[config.mk]
export PLATFORM = sky130hd
export DESIGN_NAME = i2c_reg_seq_flat
export DESIGN_NICKNAME = d
export VERILOG_FILES = /design/src/rtl/i2c_reg_seq_if.sv /design/src/rtl/i2c_reg_seq.sv /design/src/flat_wrapper.sv
export SDC_FILE = /design/constraint.sdc
export NUM_CORES = 1
export LEC_CHECK = 0
export CELL_PAD_IN_SITES_DETAIL_PLACEMENT = 0
export CELL_PAD_IN_SITES_GLOBAL_PLACEMENT = 2
export CORE_AREA = 2 2 111 113
export CTS_CLUSTER_DIAMETER = 30
export DETAILED_ROUTE_END_ITERATION = 10
export DIE_AREA = 0 0 113 115
export PLACE_DENSITY_LB_ADDON = 0.1
export SYNTH_ARGS = -nofsm -noshare
export SYNTH_HDL_FRONTEND = slang
export SYNTH_SLANG_ARGS = --single-unit
[constraint.sdc]
create_clock -name clk -period 2.44 [get_ports clk]
set_input_delay 0.366 -clock clk [delete_from_list [all_inputs] [get_ports clk]]
set_output_delay 0.366 -clock clk [all_outputs]
set_load 0.01 [all_outputs]
[src/rtl/i2c_reg_seq_if.sv]
// i2c_reg_seq_if: command/response bus between the register sequencer and the I2C byte master.
interface i2c_reg_seq_if;
  logic       wr;
  logic [2:0] cmd;
  logic [7:0] din;
  logic       ready;
  logic       done_tick;
  logic       ack;
  logic [7:0] dout;
  modport master (output wr, cmd, din, input ready, done_tick, ack, dout);
  modport slave  (input wr, cmd, din, output ready, done_tick, ack, dout);
endinterface

[src/rtl/i2c_reg_seq.sv]
// i2c_reg_seq: turns one start pulse into a full I2C register write or STOP-separated register read.
module i2c_reg_seq #(
  parameter logic [2:0]  NOP_CMD     = 3'd7,
  parameter logic [19:0] TIMEOUT_CYC = 20'hFFFFF
) (
  input  logic       clk,
  input  logic       rst_n,
  input  logic       start_i,
  input  logic       rw_i,
  input  logic [6:0] dev_addr_i,
  input  logic [7:0] reg_addr_i,
  input  logic [7:0] wdata_i,
  output logic       busy_o,
  output logic       done_o,
  output logic       nack_err_o,
  output logic       tout_err_o,
  output logic [7:0] rdata_o,
  i2c_reg_seq_if.master m
);
  localparam logic [2:0] C_START = 3'd0, C_WR = 3'd1, C_RD = 3'd2, C_STOP = 3'd3;
  typedef enum logic [3:0] {IDLE, S_START, W_HOLD, A_W, B_REG, B_DAT, P_STOP, A_R, B_RD, FIN} state_t;
  state_t state_q, state_d, nxt;
  logic [19:0] cnt_q, cnt_d;
  logic seen_q, seen_d, ph2_q, ph2_d, rw_q, rw_d;
  logic [6:0] dev_q, dev_d;
  logic [7:0] reg_q, reg_d, wd_q, wd_d, din_q, din_d, rdata_q, rdata_d;
  logic busy_q, busy_d, done_q, done_d, nack_q, nack_d, tout_q, tout_d, wr_q, wr_d;
  logic [2:0] cmd_q, cmd_d;
  logic tmo, wbyte;
  // seen_q remembers ready dropping, so a later ready=1 means the master finished START/STOP
  assign seen_d = state_d == state_q && (seen_q || !m.ready);
  assign cnt_d  = (state_d != state_q || state_q == IDLE) ? '0 : cnt_q + 20'd1;
  always_ff @(posedge clk or negedge rst_n)
    if (!rst_n) begin
      state_q <= IDLE;
      cnt_q   <= '0;
      seen_q  <= 1'b0;
      ph2_q   <= 1'b0;
      rw_q    <= 1'b0;
      dev_q   <= '0;
      reg_q   <= '0;
      wd_q    <= '0;
      busy_q  <= 1'b0;
      done_q  <= 1'b0;
      nack_q  <= 1'b0;
      tout_q  <= 1'b0;
      rdata_q <= '0;
      wr_q    <= 1'b0;
      cmd_q   <= NOP_CMD;
      din_q   <= '0;
    end else begin
      state_q <= state_d;
      cnt_q   <= cnt_d;
      seen_q  <= seen_d;
      ph2_q   <= ph2_d;
      rw_q    <= rw_d;
      dev_q   <= dev_d;
      reg_q   <= reg_d;
      wd_q    <= wd_d;
      busy_q  <= busy_d;
      done_q  <= done_d;
      nack_q  <= nack_d;
      tout_q  <= tout_d;
      rdata_q <= rdata_d;
      wr_q    <= wr_d;
      cmd_q   <= cmd_d;
      din_q   <= din_d;
    end
  always_comb begin
    nxt = state_q;
    case (state_q)
      IDLE:       nxt = start_i ? S_START : IDLE;
      S_START:    nxt = m.ready ? W_HOLD : S_START;
      W_HOLD:     nxt = (seen_q && m.ready) ? (ph2_q ? A_R : A_W) : W_HOLD;
      A_W:        nxt = m.done_tick ? (m.ack ? P_STOP : B_REG) : A_W;
      B_REG:      nxt = m.done_tick ? ((m.ack || rw_q) ? P_STOP : B_DAT) : B_REG;
      A_R:        nxt = m.done_tick ? (m.ack ? P_STOP : B_RD) : A_R;
      B_DAT, B_RD: nxt = m.done_tick ? P_STOP : state_q;
      P_STOP:     nxt = (seen_q && m.ready) ? ((rw_q && !ph2_q && !nack_q) ? S_START : FIN) : P_STOP;
      default:    nxt = IDLE;
    endcase
    tmo     = state_q != IDLE && state_q != FIN && nxt == state_q && cnt_q == TIMEOUT_CYC - 20'd1;
    state_d = tmo ? FIN : nxt;
  end
  // next cmd/din are loaded on the transition edge so the master's first HOLD cycle already sees them
  always_comb begin
    busy_d  = busy_q;
    done_d  = 1'b0;
    tout_d  = tout_q;
    wr_d    = 1'b0;
    cmd_d   = state_q == W_HOLD ? NOP_CMD : cmd_q;
    din_d   = din_q;
    ph2_d   = ph2_q;
    rw_d    = rw_q;
    dev_d   = dev_q;
    reg_d   = reg_q;
    wd_d    = wd_q;
    wbyte   = m.done_tick && (state_q == A_W || state_q == B_REG || state_q == B_DAT || state_q == A_R);
    nack_d  = nack_q | (wbyte & m.ack);
    rdata_d = (state_q == B_RD && m.done_tick) ? m.dout : rdata_q;
    if (state_d != state_q)
      case (state_d)
        S_START: begin
          cmd_d = NOP_CMD;
          ph2_d = state_q == P_STOP;
          if (state_q == IDLE) begin
            rw_d   = rw_i;
            dev_d  = dev_addr_i;
            reg_d  = reg_addr_i;
            wd_d   = wdata_i;
            nack_d = 1'b0;
            tout_d = 1'b0;
            busy_d = 1'b1;
          end
        end
        W_HOLD: begin
          wr_d  = 1'b1;
          cmd_d = C_START;
        end
        A_W, A_R: begin
          cmd_d = C_WR;
          din_d = {dev_q, state_d == A_R};
        end
        B_REG:  din_d = reg_q;
        B_DAT:  din_d = wd_q;
        B_RD:   cmd_d = C_RD;
        P_STOP: cmd_d = C_STOP;
        FIN: begin
          done_d = 1'b1;
          busy_d = 1'b0;
          cmd_d  = NOP_CMD;
          tout_d = tmo;
        end
        default: ;
      endcase
  end
  assign busy_o     = busy_q;
  assign done_o     = done_q;
  assign nack_err_o = nack_q;
  assign tout_err_o = tout_q;
  assign rdata_o    = rdata_q;
  assign m.wr       = wr_q;
  assign m.cmd      = cmd_q;
  assign m.din      = din_q;
endmodule

[src/flat_wrapper.sv]
// flat-port wrapper written by rule: the top's interface ports become plain ports
module i2c_reg_seq_flat 
#(
  parameter logic [2:0]  NOP_CMD     = 3'd7,
  parameter logic [19:0] TIMEOUT_CYC = 20'hFFFFF
)
  (clk, rst_n, start_i, rw_i, dev_addr_i, reg_addr_i, wdata_i, busy_o, done_o, nack_err_o, tout_err_o, rdata_o, m_wr, m_cmd, m_din, m_ready, m_done_tick, m_ack, m_dout);
  i2c_reg_seq_if m_i ();
  input  logic clk;
  input  logic rst_n;
  input  logic start_i;
  input  logic rw_i;
  input  logic [6:0] dev_addr_i;
  input  logic [7:0] reg_addr_i;
  input  logic [7:0] wdata_i;
  output logic busy_o;
  output logic done_o;
  output logic nack_err_o;
  output logic tout_err_o;
  output logic [7:0] rdata_o;
  output wire logic [$bits(m_i.wr)-1:0] m_wr;
  output wire logic [$bits(m_i.cmd)-1:0] m_cmd;
  output wire logic [$bits(m_i.din)-1:0] m_din;
  input wire logic [$bits(m_i.ready)-1:0] m_ready;
  input wire logic [$bits(m_i.done_tick)-1:0] m_done_tick;
  input wire logic [$bits(m_i.ack)-1:0] m_ack;
  input wire logic [$bits(m_i.dout)-1:0] m_dout;
  assign m_wr = m_i.wr;
  assign m_cmd = m_i.cmd;
  assign m_din = m_i.din;
  assign m_i.ready = m_ready;
  assign m_i.done_tick = m_done_tick;
  assign m_i.ack = m_ack;
  assign m_i.dout = m_dout;
  i2c_reg_seq #(.NOP_CMD(NOP_CMD), .TIMEOUT_CYC(TIMEOUT_CYC)) u_core (.clk(clk), .rst_n(rst_n), .start_i(start_i), .rw_i(rw_i), .dev_addr_i(dev_addr_i), .reg_addr_i(reg_addr_i), .wdata_i(wdata_i), .busy_o(busy_o), .done_o(done_o), .nack_err_o(nack_err_o), .tout_err_o(tout_err_o), .rdata_o(rdata_o), .m(m_i));
endmodule
==> impl_metrics.toml <==
[detailed_routing]
first_pass_iters = 4
route.antenna.remaining_nets = 0
vias = 3044
avgViaCountPerCell = 4.79
drtIter0Drc = 80
wire_per_inst_um = 16.0
routed_wl_mm = 10.1
drt_drc_violations_left = 0

[yosys]
synth.distinct_cells = 63
yosysSeqAreaShare_pct = 51.8
synth_xor_area_share_pct = 4.40
synth-compound-area-share_pct = 9.60
ys_ff_latch = 74
synth_top_family_by_area = "simple AND/OR/NAND/NOR gates"
synth_area_um2 = 3580
synthSimpleGateAreaFrac_pct = 20.6
synth-main-ff-cell = "dfrtp_1"
synth_edf_count = 0
netlist_instances = 325
synthAdderAreaFrac_pct = 0.698
syn_area_per_cell_um2 = 11.0
synth_mux_area_share_pct = 10.8
synth_nets = 365
ys.warnings.count = 0
synthArstFlopShare_pct = 100

[timing]
fin_crit_sh_pct = 105
timing.slew.headroom_pct = 60.6
finalSetupViolations = 27
setup_slack_ns = -0.110
fin_skew_ns = 0.00520
worstMarginPinSlew_ns = 0.586
max_freq_ghz = 0.392
hold_viol_final = 0
rsz0062_at_grt = "true"
drv_slew = 0
period_needed_ns = 2.55
whs_ns = 0.501

[critical_path]
cp-end-kind = "register"
r2r_setup_slack_ns = -0.11
worstSetupPathType = "register to register"
timing.rr.start = "u_core.state_q[0]$_DFF_PN0_"
critical_path.max_fanout = 4
crit_required_ns = 2.70
ff2ff_path_depth = 12
arrival_ns = 2.81
crit-reg2reg-capture = "u_core.m.cmd[1]$_DFF_PN1_"
startpoint_type = "register"

[power]
powerDensity_nw_per_um2 = 1200
ir_drop_mv = 0.575
leakage_nw = 2.49

[placement]
dp_cells = 602
gp_congestion = 0.877
dpl.hpwl_mm = 7.01
numPortBuffers = 61

[finish]
fin_cells = 636
layout.cells.most_common = "buf_4"
multiInputGateArea_um2 = 1990
layout-drive-gt1-share_pct = 43.1
fillers = 1107
register_area_um2 = 1860
syn_to_final_growth_pct = 63.0
final_cell_mix = "buf_4, dfrtp_1, clkdlybuf4s50_1, mux2_2"
diodes = 0
design.final.nets = 524

[min_path]
hold_start = "u_core.m.din[0]$_DFFE_PN0P_"
min_to = "u_core.m.din[0]$_DFFE_PN0P_"
min_path_cells = 2
hp-class = "register to register"

[cts]
htree_levels = 3
clock-sinks = 74
cts_made_buffers = 9
clk_latency_ns = 0.34
cts_tree = "built"
clk_path_buf_depth = 2
path_clk_slew_ns = 0.06
root_buffer = "clkbuf_16"

[floorplan]
die_area_um2 = 13000
die_y_um = 115
initial_core_util_pct = 30.3
pin_count = 62
rows = 40
die_width_um = 113
core_area_um2 = 11800

[status]
violations = "negative setup slack"
status = "finished, violations left"

[grt]
grt-ovfl-total = 0
grt_pass1_vias = 3176
grt_max_degree = 44
grt_pass1_wl_mm = 16.9
antenna_found_initial = 0
grt_usage_pct = 16.9

[job]
cap_viol_max_count = 0
==> area by class of cell <==
type,count,share of cell area (%)
timing repair buffer,159,25.3
inverter,5,0.321
sequential,74,31.8
clock buffer,12,4.39
clock inverter,4,0.857
multi-input combinational,235,34.1
tap,147,3.15
==> worst max path at each step <==
stage / end / cells past startpoint / from
5_1_grt: u_core.m.din[1]$_DFFE_PN0P_ / 12 / u_core.cnt_q[0]$_DFF_PN0_
2_1_floorplan: u_core.ph2_q$_DFFE_PN0P_ / 8 / u_core.state_q[0]$_DFF_PN0_
4_1_cts: u_core.ph2_q$_DFFE_PN0P_ / 10 / u_core.state_q[0]$_DFF_PN0_
3_5_place_dp: u_core.m.din[6]$_DFFE_PN0P_ / 9 / m_ack
3_3_place_gp: u_core.m.din[7]$_DFFE_PN0P_ / 9 / m_ack
6_report: u_core.m.cmd[1]$_DFF_PN1_ / 12 / u_core.state_q[0]$_DFF_PN0_
==> Yosys cell counts, types with 2 or more instances <==
| cell type | count | area share, % |
|---|---|---|
| a211o_1 | 4 | 0.98 |
| a211oi_1 | 2 | 0.42 |
| a21oi_1 | 12 | 1.7 |
| a221oi_1 | 7 | 1.7 |
| and3_1 | 4 | 0.70 |
| and4b_1 | 3 | 0.84 |
| buf_2 | 5 | 0.70 |
| clkbuf_1 | 4 | 0.42 |
| dfrtp_1 | 71 | 50 |
| dfstp_2 | 3 | 2.2 |
| ha_1 | 2 | 0.70 |
| inv_1 | 3 | 0.31 |
| inv_2 | 2 | 0.21 |
| mux2_2 | 32 | 10 |
| nand2_1 | 25 | 2.6 |
| nand2b_1 | 10 | 1.7 |
| nand3_1 | 7 | 0.98 |
| nand4_1 | 5 | 0.87 |
| nor2_1 | 43 | 4.5 |
| nor3_1 | 10 | 1.4 |
| nor4_1 | 2 | 0.35 |
| nor4_2 | 3 | 1.0 |
| o21a_1 | 3 | 0.63 |
| o21ai_0 | 3 | 0.42 |
| o31ai_1 | 2 | 0.42 |
| or2_1 | 2 | 0.35 |
| or2_2 | 2 | 0.35 |
| or3_1 | 3 | 0.52 |
| xnor2_1 | 9 | 2.2 |
| xor2_1 | 9 | 2.2 |
==> stage by stage <==
step                      setup TNS [ns]  util (%)  setup slack, ns  instance area [um^2]  total power, W
after floorplan                        0         -           0.0171                  3590         0.00326
after global placement            -15.16      42.0           -0.563                  4960         0.00463
after detailed placement          -16.48      42.0           -0.664                  4960         0.00464
after CTS                         -0.462      47.1          -0.0642                  5570         0.00645
after global routing               -4.65      49.4           -0.227                  5840         0.00746
final                              -1.06      49.4           -0.110                  5840         0.00700
==> logic make-up after synthesis <==
family	count (synthesis)
and+or+nand+nor	134
DFF	74
AOI/OAI and AO/OA	47
muxes	34
xor gates and xnor gates	18
buffers and inverters	16
adders and majority gates	2
==> worst max-delay path, cell delays in order (launching register included) <==
cell and delay (ns):
dfrtp_2 0.45, buf_6 0.14, or3b_4 0.39, a21oi_4 0.16
a2111o_1 0.19, buf_6 0.12, nor4_4 0.03, buf_4 0.16
buf_4 0.13, buf_6 0.12, a31oi_4 0.15, a21oi_2 0.09
or3_1 0.34
==> what timing repair did <==
item / CTS / global route
resized for setup: 39 / 48
setup buffers: 12 / 4
setup endpoints to repair: 33 / 35
pin swaps: 20 / 11
gates cloned: 0 / 2
hold buffers: 1 / 0
endpoints found under the hold margin: 28 / 0
==> per-layer routing <==
| metal | wire (um) | global-route usage [%] |
|---|---|---|
| met1 | 4830 | 22.7 |
| met2 | 4710 | 26.4 |
| met3 | 381 | 3.95 |
| met4 | 217 | 7.15 |
| met5 | 0 | 0 |
==> report_power, final <==
part,switching [W],internal (W)
registers,0.000271,0.00164
logic,0.00171,0.00202
clock network,0.000514,0.000846
total,0.00250,0.00450
==> state kept, by name, indices dropped and copies added (netlist names) <==
signal             flops
u_core.tout_err_o      1
u_core.ph2_q           1
u_core.m.cmd           3
u_core.rw_q            1
u_core.cnt_q          20
u_core.busy_o          1
u_core.rdata_o         8
u_core.state_q         4
u_core.m.wr            1
u_core.done_o          1
u_core.m.din           8
u_core.seen_q          1
u_core.wd_q            8
u_core.reg_q           8
u_core.nack_err_o      1
u_core.dev_q           7
(Power assumes the default switching activity.)
